## src/rtl/demux_pkg.sv

```systemverilog
// Shared defaults for the 1-to-2 demultiplexer with per-lane memory.
// Lane FIFOs derive their own pointer/count widths from the DEPTH they are given.
package demux_pkg;

    localparam int DEFAULT_WIDTH = 2;
    localparam int DEFAULT_DEPTH = 4;
    localparam int PTR_W         = $clog2(DEFAULT_DEPTH);
    localparam int CNT_W         = PTR_W + 1;

    // Wide enough for any practical lane width; lanes slice the bits they need.
    localparam int                   MAX_WIDTH  = 64;
    localparam logic [MAX_WIDTH-1:0] RESET_DATA = '0;

endpackage

```

## src/rtl/fifo_lane.sv

```systemverilog
// Synchronous FIFO for one demux lane. The registered output tracks the head word
// and keeps the last delivered word once the lane runs empty.
module fifo_lane
    import demux_pkg::*;
#(
    parameter int WIDTH = DEFAULT_WIDTH,
    parameter int DEPTH = DEFAULT_DEPTH
) (
    input  logic             clk,
    input  logic             reset_L,
    input  logic             push,
    input  logic [WIDTH-1:0] din,
    input  logic             pop,
    output logic [WIDTH-1:0] dout,
    output logic             valid,
    output logic             full
);

    localparam int                LPTR_W   = $clog2(DEPTH);
    localparam int                LCNT_W   = LPTR_W + 1;
    localparam logic [LCNT_W-1:0] FULL_CNT = LCNT_W'(DEPTH);
    localparam logic [WIDTH-1:0]  DOUT_RST = RESET_DATA[WIDTH-1:0];

    logic [WIDTH-1:0]  r_mem [DEPTH];
    logic [LPTR_W-1:0] r_wr_ptr;
    logic [LPTR_W-1:0] r_rd_ptr;
    logic [LCNT_W-1:0] r_count;
    logic [WIDTH-1:0]  r_dout;

    logic              w_do_pop;
    logic              w_do_push;
    logic [LCNT_W-1:0] w_cnt_after_pop;
    logic [LPTR_W-1:0] w_next_rd;
    logic [WIDTH-1:0]  w_next_head;

    // A pop on an empty lane is ignored; a push on a full lane is refused.
    assign w_do_pop        = pop & (r_count != '0);
    assign w_do_push       = push & (r_count != FULL_CNT);
    assign w_cnt_after_pop = r_count - LCNT_W'(w_do_pop);
    assign w_next_rd       = r_rd_ptr + LPTR_W'(w_do_pop);

    // Next head: an already stored word if one survives the pop, else the word
    // being written now into an otherwise empty lane, else hold the last value.
    always_comb begin
        w_next_head = r_dout;
        if (w_cnt_after_pop != '0) begin
            w_next_head = r_mem[w_next_rd];
        end else if (w_do_push) begin
            w_next_head = din;
        end
    end

    always_ff @(posedge clk) begin
        if (w_do_push) begin
            r_mem[r_wr_ptr] <= din;
        end
    end

    always_ff @(posedge clk) begin
        if (!reset_L) begin
            r_wr_ptr <= '0;
            r_rd_ptr <= '0;
            r_count  <= '0;
            r_dout   <= DOUT_RST;
        end else begin
            if (w_do_push) begin
                r_wr_ptr <= r_wr_ptr + LPTR_W'(1);
            end
            r_rd_ptr <= w_next_rd;
            r_count  <= w_cnt_after_pop + LCNT_W'(w_do_push);
            r_dout   <= w_next_head;
        end
    end

    assign dout  = r_dout;
    assign valid = (r_count != '0);
    assign full  = (r_count == FULL_CNT);

endmodule

```

## src/rtl/demux_memoria.sv

```systemverilog
// 1-to-2 demultiplexer with memory: each accepted word is routed by selector into
// one of two independent lane FIFOs that drain through their own handshakes.
module demux_memoria
    import demux_pkg::*;
#(
    parameter int WIDTH = DEFAULT_WIDTH,
    parameter int DEPTH = DEFAULT_DEPTH
) (
    input  logic             clk,
    input  logic             reset_L,
    input  logic             selector,
    input  logic [WIDTH-1:0] data_in,
    input  logic             valid_in,
    output logic             ready_out,
    output logic [WIDTH-1:0] data_out0,
    output logic             valid_out0,
    input  logic             pop0,
    output logic [WIDTH-1:0] data_out1,
    output logic             valid_out1,
    input  logic             pop1
);

    logic w_full0;
    logic w_full1;
    logic w_push;
    logic w_push0;
    logic w_push1;

    // Handshakes: an input word transfers on a rising edge when valid_in & ready_out;
    // ready_out reflects the selected lane's fullness before any same-cycle pop, and
    // a stalled producer holds data_in/selector. Lane k transfers when valid_outk & popk.
    assign ready_out = selector ? !w_full1 : !w_full0;
    assign w_push    = valid_in & ready_out;
    assign w_push0   = w_push & !selector;
    assign w_push1   = w_push & selector;

    fifo_lane #(
        .WIDTH (WIDTH),
        .DEPTH (DEPTH)
    ) u_lane0 (
        .clk     (clk),
        .reset_L (reset_L),
        .push    (w_push0),
        .din     (data_in),
        .pop     (pop0),
        .dout    (data_out0),
        .valid   (valid_out0),
        .full    (w_full0)
    );

    fifo_lane #(
        .WIDTH (WIDTH),
        .DEPTH (DEPTH)
    ) u_lane1 (
        .clk     (clk),
        .reset_L (reset_L),
        .push    (w_push1),
        .din     (data_in),
        .pop     (pop1),
        .dout    (data_out1),
        .valid   (valid_out1),
        .full    (w_full1)
    );

endmodule

```

## config.mk

```make
export PLATFORM = sky130hd
export DESIGN_NAME = demux_memoria
export DESIGN_NICKNAME = d
export VERILOG_FILES = /design/src/rtl/demux_pkg.sv /design/src/rtl/fifo_lane.sv /design/src/rtl/demux_memoria.sv
export SDC_FILE = /design/constraint.sdc
export NUM_CORES = 1
export LEC_CHECK = 0
export CAP_MARGIN = 20
export CELL_PAD_IN_SITES_DETAIL_PLACEMENT = 1
export CELL_PAD_IN_SITES_GLOBAL_PLACEMENT = 1
export CORE_MARGIN = 8
export CORE_UTILIZATION = 35
export CTS_BUF_LIST = sky130_fd_sc_hd__clkbuf_4
export DETAILED_ROUTE_END_ITERATION = 10
export PLACE_DENSITY = 0.64
export SLEW_MARGIN = 20
export SYNTH_ARGS = -nofsm -noshare
export SYNTH_HDL_FRONTEND = slang
export SYNTH_SLANG_ARGS = --single-unit
```

## constraint.sdc

```tcl
create_clock -name clk -period 5.1 [get_ports clk]
set_clock_uncertainty 0.05 [all_clocks]
set_input_delay 0.765 -clock clk [delete_from_list [all_inputs] [get_ports clk]]
set_output_delay 0.765 -clock clk [all_outputs]
set_load 0.02 [all_outputs]
```

; ---- Word level (Yosys, flattened, before mapping)
; Memories as Yosys holds them, arrays and structs flattened.
; Index checks and enable logic that the tools add are counted.
[op_classes]
magnitude_cmp = 0
shifts = 0
eq_ne = 4
addsub = 8
muxes = 9
n_mul = 0
bitwise_logic = 7
div_mod_pow = 0
n_reduce_logical = 9
[op_table]
columns = op, n
row1 = $reduce_bool A3 Y1, 4
row2 = $mux W2, 4
row3 = $and A1 B1 Y1, 7
row4 = $add A3 B1 Y3, 2
row5 = $eq A3 B3 Y1 const B, 2
row6 = $ne A3 B3 Y1 const B, 2
row7 = $sub A3 B1 Y3, 2
row8 = $mux W1, 5
row9 = $add A2 B1 Y2, 2
row10 = $add A2 B1 Y2 const B, 2
row11 = $reduce_bool A2 Y1, 2
row12 = $logic_not A1 Y1, 3
[totals]
ff_bits = 18
rom_bits = 0
input_bits = 8
n_memories = 2
latchBits = 0
word_cells = 47
mem_bits_rw = 16
[memory_table]
columns = memory, depth, word_bits, rd, rd_ports_with_merged_regs, wr, line_no
row1 = u_lane0.r_mem, 4, 2, 1, 0, 1, fifo_lane.sv:24  ; logic [WIDTH-1:0] r_mem [DEPTH];
row2 = u_lane1.r_mem, 4, 2, 1, 0, 1, fifo_lane.sv:24

; ---- Depth between registers and ports, before layout
; Gate-level depths: netlist of run 1.
[logic_depth]
ltp_word = 8
depth_mapped = 8
depth_no_buf = 8

; ---- Modules after synthesis
; From an unflattened synthesis of run 1, not the netlist that was laid out.
[unflattened]
hier_cells = 143
hier_area_um2 = 1712.9
[modules_own_cells]
columns = module, area_each_um2, instances, cells_per_inst
row1 = fifo_lane, 843.3, 2, 70
row2 = demux_memoria, 26.3, 1, 3

; ---- Least setup slack after synthesis of run 1
; Ideal clock, no wire load.
[synth_timing]
path_type = register to register
from = register u_lane0.r_count[1]
to = register u_lane0.r_dout[0], in the netlist u_lane0.dout[0]
setup_ns = 0.119
period_less_slack_ns = 2.326
t_required_ns = 4.931
stages_incl_launch_ff = 6
path_slack_ns = 2.774
arrival_time_ns = 2.158
n_path_buf = 0
cell_sequence = dfxtp_1 or3_2 and2_1 ha_1 mux4_2 o221a_2
[synth_rtl]
columns = item, line_no
row1 = from (decl), fifo_lane.sv:27  ; logic [LCNT_W-1:0] r_count;
row2 = from (signal assigned), fifo_lane.sv:70  ; r_count <= w_cnt_after_pop + LCNT_W'(w_do_push);
row3 = $reduce_bool A3 Y1, --
row4 = named net valid_out0, demux_memoria.sv:16  ; output logic valid_out0,
row5 = $and A1 B1 Y1, fifo_lane.sv:37  ; assign w_do_pop = pop & (r_count != '0);
row6 = $add A2 B1 Y2, fifo_lane.sv:40  ; assign w_next_rd = r_rd_ptr + LPTR_W'(w_do_pop);
row7 = named net u_lane0.w_next_rd[0], fifo_lane.sv:33  ; logic [LPTR_W-1:0] w_next_rd;
row8 = $mem_v2 Z4 W2, --
row9 = $mux W2, fifo_lane.sv:46  ; if (w_cnt_after_pop != '0) begin
row10 = to (signal assigned), fifo_lane.sv:71  ; r_dout <= w_next_head;
row11 = to (decl), fifo_lane.sv:28  ; logic [WIDTH-1:0] r_dout;
; The timed path passes the listed nets, and every way through them passes these cells.
; A chain may end at the register's enable or synchronous reset.

; ---- Worst setup path after layout of run 1
[layout_timing]
from = input port selector
to = output port ready_out
[layout_via]
elab_chain_cells = 1
[layout_rtl]
columns = item, line_no
row1 = from (decl), demux_memoria.sv:11  ; input logic selector,
row2 = $mux W1, demux_memoria.sv:32  ; assign ready_out = selector ? !w_full1 : !w_full0;
row3 = to (decl), demux_memoria.sv:14  ; output logic ready_out,
; No other way between the ends.

==> results of run 1 <==
## sequential cells by signal, indices dropped and copies added (netlist names)
name / count
u_lane1.r_count: 3
u_lane0.r_rd_ptr: 2
u_lane0.dout: 2
u_lane1.dout: 2
u_lane0.r_count: 3
u_lane1.r_rd_ptr: 2
u_lane0.r_mem: 8
u_lane1.r_wr_ptr: 2
u_lane0.r_wr_ptr: 2
u_lane1.r_mem: 8
## through the flow
stage / util (%) / setup slack [ns] / power [W] / hold WS, ns
2_1_floorplan: - / 2.77 / 0.000780 / 0.434
3_3_place_gp: 40.6 / 2.03 / 0.000906 / 0.455
3_5_place_dp: 40.6 / 1.98 / 0.000955 / 0.482
4_1_cts: 41.7 / 1.99 / 0.00110 / 0.496
5_1_grt: 41.7 / 1.91 / 0.00117 / 0.538
6_report: 41.7 / 2.00 / 0.00108 / 0.498
## placed cells by master, fill, tap and decap left out, types with 5 or more instances in the layout
cell,n
inv_1,13
a21oi_1,5
clkbuf_4,5
dfxtp_1,18
and3_1,5
clkdlybuf4s50_1,14
edfxtp_1,16
and2_1,13
nor2_1,5
nand3_1,6
ha_1,18
## path summary, 6_finish.rpt
path                         end
max reg2reg      u_lane0.dout[0]
max                    ready_out
min reg2reg  u_lane1.r_wr_ptr[0]
min          u_lane1.r_wr_ptr[0]
## tightest hold or removal path: cells and delay by family, from the launching register on
family / cells / cell delay, ns
AO/OA/AOI/OAI: 2 / 0.16
flip-flops: 1 / 0.36
## kinds of logic after synthesis
logic type | Yosys count | share of synthesized area (%)
XOR/XNOR | 6 | 3.01
multiplexers | 4 | 5.16
AO/OA/AOI/OAI | 21 | 9.75
flip-flops | 34 | 48.2
AND/OR/NAND/NOR | 44 | 16.0
buffers and inverters | 18 | 5.02
adder cells (fa/ha/maj) | 18 | 12.9
## power groups by stage
stage          combinational (W)  clock, W  sequential, W
3_5_place_dp            0.000570         0       0.000385
2_1_floorplan           0.000390         0       0.000390
6_report                0.000559  0.000145       0.000378
4_1_cts                 0.000572  0.000154       0.000379
5_1_grt                 0.000621  0.000163       0.000387
3_3_place_gp            0.000526         0       0.000380
## routing by layer
metal  vias to the layer above  track usage, %
met5                         -               0
met3                         6            3.31
met2                        14            20.0
li1                        551               -
met1                       559            12.0
met4                         0            4.69
## area by class of cell
| type | count | area [um2] | share of cell area [%] |
|---|---|---|---|
| Clock buffer | 5 | 37.5 | 1.89 |
| Inverter | 13 | 48.8 | 2.46 |
| Tap cell | 67 | 83.8 | 4.22 |
| Sequential cell | 34 | 841 | 42.4 |
| Multi-Input combinational cell | 93 | 817 | 41.2 |
| Timing Repair Buffer | 14 | 140 | 7.06 |
| Clock inverter | 3 | 16.3 | 0.820 |
==> impl_metrics.yaml, run 1 <==
run_status:
  status: "finished, final reports clean"
worst_setup_path:
  critPathSlowestCell: "clkdlybuf4s50_1"
  cp_data_arrival_time_ns: 2.28
  path_common_cell: "clkdlybuf4s50_1"
  ff2ff_path_depth: 7
  cp_max_fo: 10
  reg2reg_slack_ns: 2.64
  rr_startpoint: "u_lane0.r_count[1]"
  critPathRequiredTime_ns: 4.28
  start_kind: "input pin"
  critPathLaunch: "selector"
  endpoint_kind: "primary output"
  crit_type: "in2out"
  cp_slowest_stage_delay_ns: 0.67
  cp_num_cells: 4
  path_delay_family: "buffers and inverters"
  path_cells: "clkdlybuf4s50_1, nor2_1, a21oi_1, clkdlybuf4s50_1"
  cp.buffers_inverters: 2
floorplan:
  io_pins: 15
  die_w_um: 86.6
  initial_utilization_pct: 36.7
  num_rows: 25
  coreArea_um2: 4750
  dieArea_um2: 7500
  die_y_um: 86.6
sta:
  relSlewSlack_pct: 70.5
  rsz0062_at_grt: "false"
  hold_viol: 0
  finalMaxSlewViolations: 0
  max_freq_mhz: 323
  setup_violations: 0
  worstMarginPinSlew_ns: 0.442
  fin_crit_sh_pct: 60.7
  tns_ns: 0
  period_minus_slack_ns: 3.10
logic_synthesis:
  synth_edf_count: 16
  synthTopCellsByCount: "dfxtp_1, ha_1, edfxtp_1, and2_1, inv_1"
  synth.ff_latch_count: 34
  mappedNetlistArea_um2: 1750
  avgSynthCellArea_um2: 12.0
  yosys-top-cells-area: "edfxtp_1, dfxtp_1, ha_1"
  synthArstFlopShare_pct: 0
  synth_top_area_share_pct: 27.5
  synth_cells: 145
  yosys_warnings: 0
  yosysSeqAreaShare_pct: 48.2
  synthesis.nets: 171
  ys_types: 29
  yosys.area.top_type: "edfxtp_1"
  synthFlopType: "dfxtp_1"
routing:
  wl_per_cell_um: 16.5
  drc: 0
  drtAntennaViolNets: 0
  met1_length_um: 1630
  drt-pass1-iter-count: 4
  top_layer_used: "met4"
  dr_wl_met2_um: 1980
  routed-via-count: 1130
  finalWirelength_um: 3780
  via_per_inst: 4.93
  wl_met3_um: 114
  drtIter0Drc: 48
cells_and_area:
  n_fill_cell: 524
  finalInstanceArea_um2: 1980
  num-nets-final: 187
  insertedDiodeCount: 0
  final_cells: 229
  area_growth_pct: 13.7
  drive_gt1_share_pct: 16.7
placed_design:
  dp.cells: 221
  io_buffer_count: 14
  place_area_um2: 1930
  dp_hpwl_um: 2960
  place_congestion: 0.693
hold_path:
  min_path_cells: 2
  worstHoldStart: "u_lane1.r_wr_ptr[0]"
  hold_class: "reg2reg"
power_and_ir_drop:
  clkPwrFrac_pct: 13.4
  p_int_w: 0.000665
  power.density_nw_per_um2: 545
  p_leak_nw: 0.809
  switchingPower_w: 0.000417
  p_sw_share_pct: 38.5
  p_comb_share_pct: 51.6
  seqPwrFrac_pct: 34.9
  peakVddDrop_v: 0.000170
job:
  maxCapViolCount: 0
clock_network:
  clock_sinks: 34
  clock_latency_ns: 0.34
  cts_resized: 0
  cts_buffer_depth: 2
  tritoncts: "yes"
  clk_pin_slew_ns: 0.11
  cts_root_buf: "clkbuf_4"
  cts-hold-fix-buffers: 0
  cts_buffers: 5
  postCtsSetupBuffers: 0
  ctsHtreeMaxLevel: 2
global_route:
  grt_max_degree: 14
  grt_pass1_wl_um: 6330
  grt_util_all_layers_pct: 11.2
  antenna_found_initial: 0
  grt_overflow: 0
  grt_pass1_vias: 1263
No activity file was read; power rests on OpenSTA's default activity.
==> run 2: changes to the inputs <==
--- a/config.mk
+++ b/config.mk
@@ -12,7 +12,7 @@
 export CORE_UTILIZATION = 35
 export CTS_BUF_LIST = sky130_fd_sc_hd__clkbuf_4
 export DETAILED_ROUTE_END_ITERATION = 10
-export PLACE_DENSITY = 0.64
+export PLACE_DENSITY = 0.67
 export SLEW_MARGIN = 20
 export SYNTH_ARGS = -nofsm -noshare
 export SYNTH_HDL_FRONTEND = slang
==> constraint.sdc (replaced) <==
create_clock -name clk -period 2.7 [get_ports clk]
set_clock_uncertainty 0.05 [all_clocks]
set_input_delay 0.405 -clock clk [delete_from_list [all_inputs] [get_ports clk]]
set_output_delay 0.405 -clock clk [all_outputs]
set_load 0.02 [all_outputs]
==> run 2 against run 1 <==
Sequential power increased by 90%. Sequential share of layout area is 0.16 points lower. Final cell count rose by 0.44%. Total power grew 86%. Worst hold slack lost 0.014 ns. Clock power is 89% higher. Via count shrank 0.35%. Worst setup slack got worse by 1.8 ns. Register-to-register slack got worse by 2.3 ns. Non-clock buffer count increased by 1. Critical endpoint unchanged. Highest routed layer unchanged.
==> impl_metrics.yaml, run 2 (synthesis results as in run 1) <==
worst_setup_path:
  endpoint_kind: "primary output"
  critPathRequiredTime_ns: 2.25
  cp_slowest_stage_delay_ns: 0.55
  cp.buffers_inverters: 1
  critPathSlowestCell: "clkdlybuf4s50_1"
  path_cells: "or3b_1, nor2_1, a21oi_1, clkdlybuf4s50_1"
  cp_data_arrival_time_ns: 2.00
  start_kind: "register"
  cp_max_fo: 9
  reg2reg_slack_ns: 0.33
  path_delay_family: "simple AND/OR/NAND/NOR gates"
  crit_type: "reg2out"
clock_network:
  tritoncts: "yes"
  clock_latency_ns: 0.33
  cts_buffer_depth: 2
  clk_pin_slew_ns: 0.11
  cts_resized: 0
  clock_sinks: 34
  ctsHtreeMaxLevel: 2
  cts_buffers: 5
  postCtsSetupBuffers: 0
  cts_root_buf: "clkbuf_4"
  cts-hold-fix-buffers: 0
power_and_ir_drop:
  p_leak_nw: 0.818
  power.density_nw_per_um2: 1010
  peakVddDrop_v: 0.000316
cells_and_area:
  multiInputGateArea_um2: 817
  seq_area_um2: 841
  reg_top3: "u_lane0.r_mem: 8 flops, u_lane1.r_mem: 8 flops"
  n_fill_cell: 536
  insertedDiodeCount: 0
  layout_common_cells: "ha_1, dfxtp_1, edfxtp_1"
  fin_util_pct: 41.9
  final_cells: 230
  num-nets-final: 188
  area_growth_pct: 14.1
  drive_gt1_share_pct: 17.2
  finalInstanceArea_um2: 1990
sta:
  setup_violations: 0
  max_freq_mhz: 407
  tns_ns: 0
  fin_crit_sh_pct: 91.0
  rsz0062_at_grt: "false"
  period_minus_slack_ns: 2.46
  relSlewSlack_pct: 71.0
  whs_ns: 0.485
  worstMarginPinSlew_ns: 0.433
  hold_viol: 0
  finalMaxSlewViolations: 0
floorplan:
  dieArea_um2: 7500
  io_pins: 15
  die_y_um: 86.6
  initial_utilization_pct: 36.7
  die_w_um: 86.6
  coreArea_um2: 4750
  num_rows: 25
routing:
  drc: 0
  routed-via-count: 1126
  finalWirelength_um: 3530
  wl_per_cell_um: 15.3
  drtIter0Drc: 41
  via_per_inst: 4.90
  drt-pass1-iter-count: 4
  drtAntennaViolNets: 0
global_route:
  grt_util_all_layers_pct: 10.2
  grt_max_degree: 14
  grt_pass1_vias: 1264
  grt_pass1_wl_um: 5900
  grt_overflow: 0
  antenna_found_initial: 0
run_status:
  status: "finished, final reports clean"
hold_path:
  hold_class: "reg2reg"
job:
  maxCapViolCount: 0
placed_design:
  place_area_um2: 1940
  place_congestion: 0.742
  io_buffer_count: 14
  dp_hpwl_um: 2760
  dp.cells: 222
run 2: area by class of cell:
cell class	count	area share, %
sequential	34	42.2
tap	67	4.21
clock inverter	2	0.440
multi-input combinational	93	41.0
inverter	13	2.45
timing repair buffer	15	7.41
clock buffer	6	2.26
run 2: per-layer routing:
metal	up-vias	GRT usage (%)	wire length (um)
li1	551	-	-
met1	558	11.8	1640
met2	12	17.1	1710
met3	5	3.12	130
met4	0	3.91	48
met5	-	0	0
run 2: where the power goes:
group          internal (W)  switching (W)
logic              0.000513       0.000507
registers          0.000644      0.0000732
clock network      0.000108       0.000166
run 2: worst paths after layout:
path,start,endpoint,cells after the start
min,u_lane0.r_wr_ptr[0],u_lane0.r_wr_ptr[0],2
max,u_lane0.r_count[2],ready_out,4
max reg2reg,u_lane0.r_count[1],u_lane0.dout[1],7
min reg2reg,u_lane0.r_wr_ptr[0],u_lane0.r_wr_ptr[0],2
run 2: per-stage QoR:
step           total power (W)  setup WS (ns)
2_1_floorplan          0.00147          0.374
4_1_cts                0.00205          0.224
5_1_grt                0.00218          0.147
6_report               0.00201          0.243
3_3_place_gp           0.00171          0.408
3_5_place_dp           0.00176          0.337
run 2: worst min-delay path, cell delays in order (launching register included):
cell     delay (ns)
dfxtp_1        0.35
o21ai_0        0.08
a21oi_1        0.06
